## src/rtl/alarm_trigger.sv

```systemverilog
// -----------------------------------------------------------------------------
// alarm_trigger
//
// Decides when the alarm fires, drives the buzzer, and handles snooze, stop
// and the automatic ring timeout. The committed alarm time is compared with
// the running time-of-day. An alarm fires once per equality episode, on the
// rising edge of the registered match.
//
// Optional feature macro: ALARM_SNOOZE_EN
//   defined   : SNOOZE state and snooze counter are built.
//   undefined : snooze_pulse is ignored, and snoozing/snooze_left are tied to 0.
//
// Parameters:
//   RING_SECONDS   seconds the alarm rings before stopping by itself (1..511)
//   SNOOZE_SECONDS seconds of silence after a snooze (1..511)
//   MAX_SNOOZE     snoozes allowed per alarm event (1..7)
//
// Ports:
//   clk            system clock
//   rst_n          asynchronous active-low reset
//   tick_1hz       one-cycle pulse once per second
//   current_time   BCD hh:mm:ss time of day
//   intended_alarm BCD hh:mm:ss alarm time; 0 means no alarm set
//   alarm_enable   level switch; low forces IDLE
//   snooze_pulse   one-cycle snooze request
//   stop_pulse     one-cycle stop request
//   buzzer         piezo drive (1 s on / 1 s off while ringing)
//   ringing        high in RINGING
//   snoozing       high in SNOOZE
//   snooze_left    snoozes remaining for the current event
//
// Request semantics: tick_1hz, snooze_pulse and stop_pulse are single-cycle
// strobes with no handshake. Each one is acted on in the cycle it is high,
// and there is no back-pressure. Priority is:
//   alarm_enable low > stop > accepted snooze > tick.
//
// All outputs are registered. They are computed from the next-state values,
// so they change on the same edge as the state, with no extra cycle of delay.
// -----------------------------------------------------------------------------
module alarm_trigger #(
  parameter int RING_SECONDS   = 60,
  parameter int SNOOZE_SECONDS = 300,
  parameter int MAX_SNOOZE     = 3
) (
  input  logic        clk,
  input  logic        rst_n,
  input  logic        tick_1hz,
  input  logic [23:0] current_time,
  input  logic [23:0] intended_alarm,
  input  logic        alarm_enable,
  input  logic        snooze_pulse,
  input  logic        stop_pulse,
  output logic        buzzer,
  output logic        ringing,
  output logic        snoozing,
  output logic [2:0]  snooze_left
);

  localparam logic [1:0] ST_IDLE    = 2'd0;
  localparam logic [1:0] ST_RINGING = 2'd1;
  localparam logic [1:0] ST_SNOOZE  = 2'd2;

  localparam logic [8:0] RING_LOAD   = 9'(RING_SECONDS);
  localparam logic [8:0] SNOOZE_LOAD = 9'(SNOOZE_SECONDS);
  localparam logic [2:0] SNOOZE_MAX  = 3'(MAX_SNOOZE);

  logic [1:0] state;
  logic [1:0] state_nxt;
  logic [8:0] sec_cnt;
  logic [8:0] sec_cnt_nxt;
  logic [8:0] sec_cnt_dec;
  logic       beep_phase;
  logic       beep_phase_nxt;
  logic       match;
  logic       match_q;
  logic       fire;
  logic       last_tick;

  // The alarm is only armed when it is enabled and an alarm time is set.
  assign match = alarm_enable && (intended_alarm != 24'h000000) &&
                 (current_time == intended_alarm);
  assign fire  = match && !match_q;

  // sec_cnt saturates at zero and never wraps.
  assign sec_cnt_dec = (sec_cnt != 9'd0) ? (sec_cnt - 9'd1) : 9'd0;
  // This tick takes the count to zero, so the current phase ends here.
  assign last_tick   = tick_1hz && (sec_cnt <= 9'd1);

`ifdef ALARM_SNOOZE_EN
  logic [2:0] snooze_left_nxt;
  logic       snooze_ok;

  // A snooze with no snoozes remaining is simply not accepted. In that case
  // a coincident tick still takes effect.
  assign snooze_ok = snooze_pulse && (snooze_left != 3'd0);
`else
  logic [14:0] unused_snooze;
  assign unused_snooze = {snooze_pulse, SNOOZE_LOAD, SNOOZE_MAX, ST_SNOOZE};
`endif

  always_comb begin
    state_nxt      = state;
    sec_cnt_nxt    = sec_cnt;
    beep_phase_nxt = beep_phase;
`ifdef ALARM_SNOOZE_EN
    snooze_left_nxt = snooze_left;
`endif
    if (!alarm_enable) begin
      state_nxt      = ST_IDLE;
      beep_phase_nxt = 1'b0;
    end else begin
      case (state)
        ST_IDLE: begin
          if (fire) begin
            state_nxt      = ST_RINGING;
            sec_cnt_nxt    = RING_LOAD;
            beep_phase_nxt = 1'b1;
`ifdef ALARM_SNOOZE_EN
            snooze_left_nxt = SNOOZE_MAX;
`endif
          end
        end

        ST_RINGING: begin
          if (stop_pulse) begin
            state_nxt      = ST_IDLE;
            beep_phase_nxt = 1'b0;
          end
`ifdef ALARM_SNOOZE_EN
          else if (snooze_ok) begin
            state_nxt       = ST_SNOOZE;
            sec_cnt_nxt     = SNOOZE_LOAD;
            beep_phase_nxt  = 1'b0;
            snooze_left_nxt = snooze_left - 3'd1;
          end
`endif
          else if (tick_1hz) begin
            sec_cnt_nxt = sec_cnt_dec;
            if (last_tick) begin
              state_nxt      = ST_IDLE;
              beep_phase_nxt = 1'b0;
            end else begin
              beep_phase_nxt = !beep_phase;
            end
          end
        end

`ifdef ALARM_SNOOZE_EN
        ST_SNOOZE: begin
          if (stop_pulse) begin
            state_nxt      = ST_IDLE;
            beep_phase_nxt = 1'b0;
          end else if (tick_1hz) begin
            if (last_tick) begin
              state_nxt      = ST_RINGING;
              sec_cnt_nxt    = RING_LOAD;
              beep_phase_nxt = 1'b1;
            end else begin
              sec_cnt_nxt = sec_cnt_dec;
            end
          end
        end
`endif

        default: begin
          state_nxt      = ST_IDLE;
          beep_phase_nxt = 1'b0;
        end
      endcase
    end
  end

  always_ff @(posedge clk or negedge rst_n) begin
    if (!rst_n) begin
      state      <= ST_IDLE;
      sec_cnt    <= 9'd0;
      beep_phase <= 1'b0;
      match_q    <= 1'b0;
      ringing    <= 1'b0;
      buzzer     <= 1'b0;
    end else begin
      state      <= state_nxt;
      sec_cnt    <= sec_cnt_nxt;
      beep_phase <= beep_phase_nxt;
      match_q    <= match;
      ringing    <= (state_nxt == ST_RINGING);
      buzzer     <= (state_nxt == ST_RINGING) && beep_phase_nxt;
    end
  end

`ifdef ALARM_SNOOZE_EN
  always_ff @(posedge clk or negedge rst_n) begin
    if (!rst_n) begin
      snoozing    <= 1'b0;
      snooze_left <= 3'd0;
    end else begin
      snoozing    <= (state_nxt == ST_SNOOZE);
      snooze_left <= snooze_left_nxt;
    end
  end
`else
  assign snoozing    = 1'b0;
  assign snooze_left = 3'd0;
`endif

endmodule

```

## config.mk

```make
export PLATFORM = sky130hd
export DESIGN_NAME = alarm_trigger
export DESIGN_NICKNAME = d
export VERILOG_FILES = /design/src/rtl/alarm_trigger.sv
export SDC_FILE = /design/constraint.sdc
export NUM_CORES = 1
export LEC_CHECK = 0
export CAP_MARGIN = 40
export CORE_MARGIN = 3
export CORE_UTILIZATION = 43
export DETAILED_ROUTE_END_ITERATION = 8
export HOLD_SLACK_MARGIN = 0.08
export PLACE_DENSITY = 0.89
export SLEW_MARGIN = 20
export SYNTH_ARGS = -nofsm -noshare
export SYNTH_HDL_FRONTEND = slang
export SYNTH_SLANG_ARGS = --single-unit
```

## constraint.sdc

```tcl
create_clock -name clk -period 3.75 [get_ports clk]
set_input_delay 0.75 -clock clk [delete_from_list [all_inputs] [get_ports clk]]
set_output_delay 0.75 -clock clk [all_outputs]
set_load 0.02 [all_outputs]
```

==> metrics.log, run 1 <==
INFO  metric postSynthCellCount = about 130
INFO  metric max_freq = ~340 MHz
INFO  metric worstPathArrival = roughly 3.1 ns
INFO  metric final-hold-violation-count = 0
INFO  metric overflow = 0
INFO  metric period_utilization_post_route = 0.776
INFO  metric largest_net_degree_at_the_start_of_global_routing = 16
INFO  metric drt-wirelength-per-cell = approximately 15 um
INFO  metric cp_max_fo = 8
INFO  metric final_nets = approximately 250
INFO  metric postSynthAreaPerCell = about 9 um^2
INFO  metric synthToLayoutAreaGrowth = 48.8%
INFO  metric timing.hold.worst.class = reg2reg
INFO  metric layout.core_utilization = 0.691
INFO  metric row_count = 18
INFO  metric cts_setup_buffers = 0
INFO  metric multi_input_comb_area = ~770 um^2
INFO  metric clock_sinks = 15
INFO  metric core_area = roughly 2600 um^2
INFO  metric timing.critical_path.cells = clkdlybuf4s50_1, xnor2_1, nand4_1, or4_4, nor4_4, buf_4, nor3b_1, a211o_1
INFO  metric clk-insertion-delay-late = approximately 0.30 ns
INFO  metric num-fill-cells = between 150 and 200
INFO  metric tritoncts = done
INFO  metric grt_pass1_vias = between 1,000 and 1,500
INFO  metric final.setup_skew = ~0.013 ns
INFO  metric vdd.ir_drop.worst = between 0.0002 and 0.0003 V
INFO  metric post_drt_via_cell_ratio = about 5.7
INFO  metric initial_utilization = 0.464
INFO  metric period_needed = roughly 2.9 ns
INFO  metric timing.critical_path.to_type = register
INFO  metric mappedNetlistArea = between 1000 and 1500 um^2
INFO  metric antenna_found_initial = 0
INFO  metric timing.final.max_slew_violations = 0
INFO  metric yosysWarningCount = 0
INFO  metric crit_path_start_kind = input port
INFO  metric cts_stage_hold_buffer_count = 0
INFO  metric die_width = ~60 um
INFO  metric synth_top_flop_cell = dfrtp_1
INFO  metric setup_repair_after_global_routing_missed_its_margin = false
INFO  metric cp_slowest_stage_delay = approximately 0.57 ns
INFO  metric synth-seq-area-share = 0.315
INFO  metric die_h = between 50 and 60 um
INFO  metric gr-usage-all-layers = 0.213
INFO  metric slew-limit-headroom = 0.561
INFO  metric crit_path_top_delay_cell = or4_4
INFO  metric power_per_cell_area = 217 nW/um^2
INFO  metric layout-drive-gt1-share = 0.0532
INFO  metric grt_first_pass_wirelength = approximately 5.7 mm
INFO  metric fin_setup_tns = 0 ns
INFO  metric async_set_or_reset_register_ratio_after_synthesis = 1.00
INFO  metric power.static_leakage = 0.707 nW
INFO  metric drt_first_iter_violations = 85
INFO  metric dr_total_vias = ~1,300
INFO  metric timing.critical_path.required = roughly 4.0 ns
INFO  metric finalWeightedCongestion = 0.804
INFO  metric clk_transition_reported_paths = approximately 0.11 ns
INFO  metric hpwl_reported_at_the_end_of_detailed_placement = approximately 2.8 mm
INFO  metric ys_ff_latch = 15
INFO  metric yosysUniqueCellTypes = 38
INFO  metric synth_edf_count = 0
INFO  metric timing_worst_setup_path_type = in2reg
INFO  metric maximum_clock_path_buffer_count = 2
INFO  metric route.antenna.remaining_nets = 0
INFO  metric drc_violations = 0
INFO  metric cts_made_buffers = 3
INFO  metric worst-slew-pin-transition = about 0.66 ns
INFO  metric route.final.wire_length = between 3 and 4 mm
INFO  metric finalSetupViolations = 0
INFO  metric run_status = finished clean
INFO  metric placement.io_buffers = between 50 and 60
INFO  metric detail_route.first_pass.iterations = 4
INFO  metric postCtsResizedCells = 0
INFO  metric cts.htree.levels = 1
INFO  metric die-area = 3440 um^2
INFO  metric antenna-diode-count = 0
INFO  metric layout.area.seq = approximately 380 um^2
INFO  metric clockRootBuffer = clkbuf_4
INFO  metric floorplan.io_pins = 60
INFO  metric max-cap-violations = 0
synthesized netlist by cell type, types with 2 or more instances:
cell,number,area [um^2]
a21o_1,3,22.5
a21oi_1,3,15.0
a31oi_1,3,18.8
buf_4,4,30.0
clkbuf_1,2,7.51
dfrtp_1,15,375
ha_1,3,37.5
inv_1,3,11.3
nand2_1,4,15.0
nand2b_1,3,18.8
nand3_1,2,10.0
nand4_1,4,25.0
nor2_1,12,45.0
nor3_1,5,25.0
nor3b_1,2,15.0
nor4_1,11,68.8
o211ai_1,4,30.0
o21ai_0,3,15.0
o2bb2ai_1,4,35.0
or3_1,2,12.5
xnor2_1,13,114
xor2_1,11,96.3
cells by family after synthesis:
family	count (synthesis)	synth area share
fa+ha+maj	3	0.0315
buf+inv	10	0.0504
compound gates	27	0.169
xor+xnor	24	0.176
other cells	1	0.00314
simple gates	52	0.255
flops	15	0.315
critical path: cells and delay by family:
kind / cells / cell delay (ns)
compound gates: 1 / 0.27
buf+inv: 2 / 0.74
simple gates: 4 / 1.23
xor+xnor: 1 / 0.13
layout make-up:
class	count	share of cell area
tap	30	0.0212
clock buffer	3	0.0127
clock inverter	1	0.00423
multi-input combinational	111	0.435
sequential	15	0.212
inverter	3	0.00635
timing repair buffer	55	0.309
final timing paths:
path                                          from    endpoint  slack (ns)  cells past startpoint
worst max-delay path            intended_alarm[17]  sec_cnt[8]        0.84                      8
worst min-delay path                    sec_cnt[4]  sec_cnt[4]        0.53                      1
worst max register to register          sec_cnt[3]  sec_cnt[7]        1.78                      6
worst min register to register          sec_cnt[4]  sec_cnt[4]        0.53                      1
max in group asynchronous                    rst_n  sec_cnt[5]        2.48                      1
min in group asynchronous                    rst_n  beep_phase        0.84                      1
routing by layer:
metal	routed length [um]	global-route usage
met2	1700	0.383
met5	0	0
met1	1230	0.236
met4	43	0.0518
met3	348	0.0833
per-stage QoR:
stage | cell area [um^2] | power (W) | hold WS, ns | cells | setup WS (ns)
global route | 1770 | 0.000408 | 0.559 | 218 | 0.712
detailed placement | 1740 | 0.000285 | 0.502 | 214 | 0.488
global placement | 1740 | 0.000282 | 0.473 | 214 | 0.577
floorplan | 1210 | 0.000214 | 0.454 | 136 | 1.31
CTS | 1770 | 0.000387 | 0.523 | 218 | 0.821
finish | 1770 | 0.000385 | 0.525 | 218 | 0.839
state kept, by name (all words and copies together), names as in the netlist:
| register | count |
|---|---|
| sec_cnt | 9 |
| ringing | 1 |
| match_q | 1 |
| state | 2 |
| buzzer | 1 |
| beep_phase | 1 |
layout by cell type (no fill, tap or decap), drive strengths merged:
cell            n
nor3b           2
nand3b          1
clkinvlp        1
and2            1
conb            5
o31ai           1
ha              3
o21ai           3
nand4           4
a21o            3
o2bb2ai         4
nor3            5
o41ai           1
xnor2          13
nand3           2
nand2           4
nand2b          3
a211o           1
o2111a          1
o22ai           1
nand4b          1
a21oi           3
a31oi           3
o21a            1
buf             1
or3             3
nor4           12
o211ai          4
inv             3
o21bai          1
or4             1
clkdlybuf4s50  54
xor2           11
clkbuf          3
dfrtp          15
nor2           13
where the power goes:
part	leakage [nW]	total (W)	switching, W	internal, W
sequential	0.195	0.000169	0.00000372	0.000165
combinational	0.498	0.000114	0.0000434	0.0000702
clock	0.0139	0.000103	0.0000620	0.0000407
total	0.707	0.000385	0.000109	0.000276
Note: power is estimated with default switching activity, not from simulation.
==> inputs of run 2 (changes only) <==
CORE_UTILIZATION = 40   (was 43)
PLACE_DENSITY = 0.84   (was 0.89)
clock period = 2.8 ns   (was 3.75 ns; I/O delays follow)
==> metrics.log, run 2 (synthesized netlist as in run 1, its figures left out) <==
INFO  metric run_status = finished clean (unchanged)
INFO  metric finalSetupViolations = 0 (unchanged)
INFO  metric largest_register_ff_count = 9 (unchanged)
INFO  metric drt_first_iter_violations = 47 (was 85)
INFO  metric timing.critical_path.to_type = register (unchanged)
INFO  metric clock_sinks = 15 (unchanged)
INFO  metric cts.htree.levels = 1 (unchanged)
INFO  metric critical_r2r_capture = sec_cnt[8] (was sec_cnt[7])
INFO  metric hold_slack = 0.495 ns (was 0.525 ns)
INFO  metric min_delay_path_depth = 1 (unchanged)
INFO  metric placement.io_buffers = 54 (unchanged)
INFO  metric max-cap-violations = 0 (unchanged)
INFO  metric maximum_clock_path_buffer_count = 2 (unchanged)
INFO  metric crit_path_start_kind = input port (unchanged)
INFO  metric dp_slack = -0.0929 ns (was 0.488 ns)
INFO  metric fin_setup_tns = 0 ns (unchanged)
INFO  metric tritoncts = done (unchanged)
INFO  metric wl_met3 = 389 um (was 348 um)
INFO  metric antenna_found_initial = 0 (unchanged)
INFO  metric gr-usage-all-layers = 0.201 (was 0.213)
INFO  metric layout.core_utilization = 0.637 (was 0.691)
INFO  metric layout-drive-gt1-share = 0.0632 (was 0.0532)
INFO  metric worst_slack = 0.231 ns (was 0.839 ns)
INFO  metric reg2reg_depth = 6 (unchanged)
INFO  metric vdd.ir_drop.worst = 0.000151 V (was 0.000269 V)
INFO  metric most_frequent_standard_cell_in_the_layout_excluding_fill_and_tap_cells = clkdlybuf4s50_1 (unchanged)
INFO  metric max_freq = 389 MHz
INFO  metric detail_route.first_pass.iterations = 4 (unchanged)
INFO  metric final.setup_skew = 0.00322 ns (was 0.0134 ns)
INFO  metric drc_violations = 0 (unchanged)
INFO  metric setup_repair_after_global_routing_missed_its_margin = false (unchanged)
INFO  metric layout.cells.most_common_list = clkdlybuf4s50_1, dfrtp_1, xnor2_1, nor2_1 (unchanged)
INFO  metric clk-insertion-delay-late = 0.29 ns (was 0.30 ns)
INFO  metric worstPathArrival = 2.76 ns (was 3.11 ns)
INFO  metric wirelength_met1 = 1.16 mm (was 1.23 mm)
INFO  metric power_per_cell_area = 283 nW/um^2 (was 217 nW/um^2)
INFO  metric path_delay_family = simple AND/OR/NAND/NOR gates (unchanged)
INFO  metric cp_slowest_stage_delay = 0.54 ns (was 0.57 ns)
INFO  metric layout_top_registers = sec_cnt: 9 flops, state: 2 flops (unchanged)
INFO  metric timing_worst_setup_path_type = in2reg (unchanged)
INFO  metric clockRootBuffer = clkbuf_4 (unchanged)
INFO  metric cell_internal_pwr = 0.000368 W (was 0.000276 W)
INFO  metric die_h = 60.6 um (was 58.7 um)
INFO  metric design_power_total = 0.000506 W (was 0.000385 W)
INFO  metric part_of_the_total_power_dissipated_in_combinational_logic = 0.301 (was 0.295)
INFO  metric top_register = sec_cnt (unchanged)
INFO  metric grt_first_pass_wirelength = 5.53 mm (was 5.73 mm)
INFO  metric synthToLayoutAreaGrowth = 49.9% (was 48.8%)
INFO  metric grt_pass1_vias = 1,317 (was 1,290)
INFO  metric post_drt_via_cell_ratio = 5.67 (was 5.74)
INFO  metric fraction_of_power_spent_switching_nets = 0.272 (was 0.283)
INFO  metric largest_net_degree_at_the_start_of_global_routing = 16 (unchanged)
INFO  metric final-hold-violation-count = 0 (unchanged)
INFO  metric route.antenna.remaining_nets = 0 (unchanged)
INFO  metric dr_total_vias = 1,254 (was 1,251)
INFO  metric worst_setup_path_startpoint = intended_alarm[18] (was intended_alarm[17])
INFO  metric initial_utilization = 0.425 (was 0.464)
INFO  metric die_width = 60.6 um (was 58.7 um)
INFO  metric clkPwrFrac = 0.253 (was 0.267)
INFO  metric timing.hold.worst.class = reg2reg (unchanged)
INFO  metric cts_made_buffers = 3 (unchanged)
INFO  metric timing.critical_path.cells = clkdlybuf4s50_1, xnor2_1, nand4_1, or4_4, nor4_4, buf_4, nor2_2, o41ai_2 (was clkdlybuf4s50_1, xnor2_1, nand4_1, or4_4, nor4_4, buf_4, nor3b_1, a211o_1)
INFO  metric timing.critical_path.buf_inv = 2 (unchanged)
INFO  metric power.static_leakage = 0.720 nW (was 0.707 nW)
INFO  metric row_count = 19 (was 18)
INFO  metric timing.final.max_slew_violations = 0 (unchanged)
INFO  metric route.top_layer_used = met4 (unchanged)
INFO  metric period_needed = approximately 2.6 ns
INFO  metric cts_setup_buffers = 0 (unchanged)
INFO  metric wl_met2 = 1.60 mm (was 1.70 mm)
INFO  metric drt-wirelength-per-cell = 14.7 um (was 15.3 um)
INFO  metric timing.critical_path.required = 2.99 ns (was 3.95 ns)
INFO  metric slew-limit-headroom = 0.556 (was 0.561)
INFO  metric period_utilization_post_route = 0.917
INFO  metric worst-slew-pin-transition = 0.664 ns (was 0.656 ns)
INFO  metric die-area = 3670 um^2 (was 3440 um^2)
INFO  metric crit_path_top_delay_cell = or4_4 (unchanged)
INFO  metric antenna-diode-count = 0 (unchanged)
INFO  metric route.final.wire_length = 3.24 mm (was 3.33 mm)
INFO  metric power.share.sequential = 0.446 (was 0.438)
INFO  metric cts_stage_hold_buffer_count = 0 (unchanged)
INFO  metric clk_transition_reported_paths = 0.09 ns (was 0.11 ns)
INFO  metric reg2reg_from = state[1] (was sec_cnt[3])
INFO  metric power.net_switching = 0.000137 W (was 0.000109 W)
INFO  metric min-delay-start = sec_cnt[4] (unchanged)
INFO  metric floorplan.io_pins = 60 (unchanged)
INFO  metric postCtsResizedCells = 0 (unchanged)
INFO  metric cp_max_fo = 10 (was 8)
INFO  metric final_nets = 248 (was 246)
INFO  metric core_area = 2810 um^2 (was 2570 um^2)
INFO  metric num-fill-cells = 226 (was 188)
INFO  metric register_to_register_setup_slack = 0.77 ns (was 1.78 ns)
INFO  metric hpwl_reported_at_the_end_of_detailed_placement = 2.80 mm (was 2.83 mm)
INFO  metric overflow = 0 (unchanged)
INFO  metric finalWeightedCongestion = 0.875 (was 0.804)
INFO  metric whs_endpoint = sec_cnt[4] (unchanged)
run 2: layout make-up:
type	count	area [um^2]	share of cell area
multi-input cells	111	772	0.432
repair buffers	57	563	0.315
flip-flops and latches	15	375	0.210
well taps	31	38.8	0.0217
clock buffers	3	22.5	0.0126
inverters	3	11.3	0.00630
clock inverters	1	5.00	0.00280
run 2: worst max path at each step:
stage | slack (ns) | depth (start not counted) | end
after floorplan | 0.55 | 7 | sec_cnt[8]
after global placement | -0.01 | 8 | sec_cnt[7]
after detailed placement | -0.09 | 8 | sec_cnt[7]
after CTS | 0.21 | 8 | sec_cnt[7]
after global routing | 0.10 | 8 | sec_cnt[7]
final | 0.23 | 8 | sec_cnt[7]
run 2: worst reg2reg max path, stage by stage (launching register included):
cell and delay, ns:
dfrtp_1 0.42, nand2b_1 0.28, nor3b_1 0.31, and2_1 0.37, nand4b_1 0.23, nor4_1 0.23
a211o_1 0.13
run 2: metal layers:
metal | track usage | vias up
met5 | 0 | -
met4 | 0.0991 | 0
met2 | 0.342 | 88
met1 | 0.224 | 557
met3 | 0.0681 | 11
li1 | - | 598
run 2: per-stage QoR:
step           area, um^2  instances
2_1_floorplan        1210        136
3_5_place_dp         1760        217
5_1_grt              1790        221
4_1_cts              1790        221
6_report             1790        221
3_3_place_gp         1760        217
run 2: power groups by stage:
stage               logic [W]  clock network, W  registers [W]
global route         0.000165          0.000141       0.000226
finish               0.000152          0.000128       0.000226
detailed placement   0.000153                 0       0.000230
CTS                  0.000153          0.000129       0.000226
global placement     0.000148                 0       0.000230
floorplan           0.0000576                 0       0.000229
==> inputs of run 3 (changes only) <==
CORE_MARGIN = unset   (was 3)
==> metrics.log, run 3 (synthesized netlist as in run 1, its figures left out) <==
INFO  metric maximum_clock_path_buffer_count = 2 (unchanged)
INFO  metric final.setup_skew = 0.00609 ns (was 0.00322 ns)
INFO  metric power.static_leakage = 0.725 nW (was 0.720 nW)
INFO  metric tritoncts = done (unchanged)
INFO  metric max-cap-violations = 0 (unchanged)
INFO  metric route.final.wire_length = 3.09 mm (was 3.24 mm)
INFO  metric clock_sinks = 15 (unchanged)
INFO  metric postCtsResizedCells = 0 (unchanged)
INFO  metric route.antenna.remaining_nets = 0 (unchanged)
INFO  metric wl_met3 = 273 um (was 389 um)
INFO  metric timing.critical_path.to_type = register (unchanged)
INFO  metric reg2reg_depth = 6 (unchanged)
INFO  metric dr_total_vias = 1,221 (was 1,254)
INFO  metric largest_register_ff_count = 9 (unchanged)
INFO  metric clk_transition_reported_paths = 0.10 ns (was 0.09 ns)
INFO  metric hold_slack = 0.501 ns (was 0.495 ns)
INFO  metric grt_pass1_vias = 1,239 (was 1,317)
INFO  metric layout_top_registers = sec_cnt: 9 flops, state: 2 flops (unchanged)
INFO  metric post_drt_via_cell_ratio = 5.50 (was 5.67)
INFO  metric overflow = 0 (unchanged)
INFO  metric timing.final.max_slew_violations = 0 (unchanged)
INFO  metric finalWeightedCongestion = 0.798 (was 0.875)
INFO  metric clockRootBuffer = clkbuf_4 (unchanged)
INFO  metric timing.hold.worst.class = reg2reg (unchanged)
INFO  metric die_width = 56.6 um (was 60.6 um)
INFO  metric cts.htree.levels = 1 (unchanged)
INFO  metric timing_worst_setup_path_type = in2reg (unchanged)
INFO  metric cts_stage_hold_buffer_count = 0 (unchanged)
INFO  metric layout.cells.most_common_list = clkdlybuf4s50_1, dfrtp_1, xnor2_1, nor2_1 (unchanged)
INFO  metric finalSetupViolations = 0 (unchanged)
INFO  metric final-hold-violation-count = 0 (unchanged)
INFO  metric core_area = 2780 um^2 (was 2810 um^2)
INFO  metric row_count = 19 (unchanged)
INFO  metric reg2reg_from = state[1] (unchanged)
INFO  metric hpwl_reported_at_the_end_of_detailed_placement = 2.60 mm (was 2.80 mm)
INFO  metric finalInstanceArea = 1800 um^2 (was 1790 um^2)
INFO  metric min_delay_path_depth = 1 (unchanged)
INFO  metric worst-slew-pin-transition = 0.667 ns (was 0.664 ns)
INFO  metric drt-wirelength-per-cell = 13.9 um (was 14.7 um)
INFO  metric period_utilization_post_route = 0.911 (was 0.917)
INFO  metric slew-limit-headroom = 0.554 (was 0.556)
INFO  metric gr-usage-all-layers = 0.206 (was 0.201)
INFO  metric whs_endpoint = sec_cnt[4] (unchanged)
INFO  metric drt_first_iter_violations = 30 (was 47)
INFO  metric vdd.ir_drop.worst = 0.000263 V (was 0.000151 V)
INFO  metric grt_first_pass_wirelength = 5.15 mm (was 5.53 mm)
INFO  metric run_status = finished clean (unchanged)
INFO  metric setup_repair_after_global_routing_missed_its_margin = false (unchanged)
INFO  metric final_nets = 249 (was 248)
INFO  metric cts_setup_buffers = 0 (unchanged)
INFO  metric antenna_found_initial = 0 (unchanged)
INFO  metric layout.core_utilization = 0.646 (was 0.637)
INFO  metric detail_route.first_pass.iterations = 4 (unchanged)
INFO  metric antenna-diode-count = 0 (unchanged)
INFO  metric worstPathArrival = 2.75 ns (was 2.76 ns)
INFO  metric most_frequent_standard_cell_in_the_layout_excluding_fill_and_tap_cells = clkdlybuf4s50_1 (unchanged)
INFO  metric largest_net_degree_at_the_start_of_global_routing = 16 (unchanged)
INFO  metric wl_met2 = 1.62 mm (was 1.60 mm)
INFO  metric fin_setup_tns = 0 ns (unchanged)
INFO  metric drc_violations = 0 (unchanged)
INFO  metric power_per_cell_area = 284 nW/um^2 (was 283 nW/um^2)
INFO  metric worst_setup_path_startpoint = intended_alarm[17] (was intended_alarm[18])
INFO  metric register_to_register_setup_slack = 0.79 ns (was 0.77 ns)
INFO  metric min-delay-start = sec_cnt[4] (unchanged)
INFO  metric crit_path_start_kind = input port (unchanged)
INFO  metric dp_slack = -0.0707 ns (was -0.0929 ns)
INFO  metric max_freq = 392 MHz (was 389 MHz)
INFO  metric die-area = 3200 um^2 (was 3670 um^2)
INFO  metric placedInstanceArea = 1770 um^2 (was 1760 um^2)
INFO  metric layout-drive-gt1-share = 0.0681 (was 0.0632)
INFO  metric timing.critical_path.required = 3.00 ns (was 2.99 ns)
INFO  metric worst_slack = 0.248 ns (was 0.231 ns)
INFO  metric route.top_layer_used = met4 (unchanged)
INFO  metric critical_r2r_capture = sec_cnt[6] (was sec_cnt[8])
INFO  metric clk-insertion-delay-late = 0.30 ns (was 0.29 ns)
INFO  metric placement.io_buffers = 54 (unchanged)
INFO  metric cp_max_fo = 10 (unchanged)
INFO  metric die_h = 56.6 um (was 60.6 um)
INFO  metric cts_made_buffers = 3 (unchanged)
INFO  metric initial_utilization = 0.429 (was 0.425)
INFO  metric floorplan.io_pins = 60 (unchanged)
INFO  metric synthToLayoutAreaGrowth = 50.6% (was 49.9%)
INFO  metric top_register = sec_cnt (unchanged)
INFO  metric wirelength_met1 = 1.16 mm (about the same)
INFO  metric period_needed = 2.55 ns (was 2.57 ns)
run 3: cell count changes in the layout (fill, tap and decap cells not counted), sizes merged:
cell,change
buf,+1
run 3: per-stage QoR:
stage | total power, W | cells
floorplan | 0.000286 | 136
global placement | 0.000379 | 218
detailed placement | 0.000383 | 218
CTS | 0.000509 | 222
global route | 0.000533 | 222
finish | 0.000510 | 222
run 3: worst max path at each step:
stage / end / cells past startpoint / slack (ns)
floorplan: sec_cnt[8] / 7 / 0.55
global placement: sec_cnt[7] / 8 / -0.01
detailed placement: sec_cnt[7] / 8 / -0.07
CTS: sec_cnt[7] / 8 / 0.23
global route: sec_cnt[7] / 8 / 0.08
finish: sec_cnt[7] / 8 / 0.25
run 3: cell type report:
cell class	instances	area, um^2
flip-flops and latches	15	375
inverters	3	11.3
well taps	31	38.8
multi-input cells	111	772
fillers	220	986
clock inverters	1	5.00
clock buffers	3	22.5
repair buffers	58	571
run 3: critical path, stage by stage:
cell	delay [ns]
clkdlybuf4s50_1	0.50
xnor2_1	0.12
nand4_1	0.12
or4_4	0.57
nor4_4	0.25
buf_4	0.22
nor2_2	0.09
o41ai_2	0.32
run 3: where the power goes:
group,switching (W),internal (W)
Combinational,0.0000575,0.0000949
Sequential,0.00000465,0.000221
Clock,0.0000784,0.0000533
Total,0.000141,0.000369
run 3: per-layer routing:
metal,global-route usage,vias to the layer above
li1,-,596
met1,0.214,558
met2,0.393,59
met3,0.0530,8
met4,0.0697,0
met5,0,-
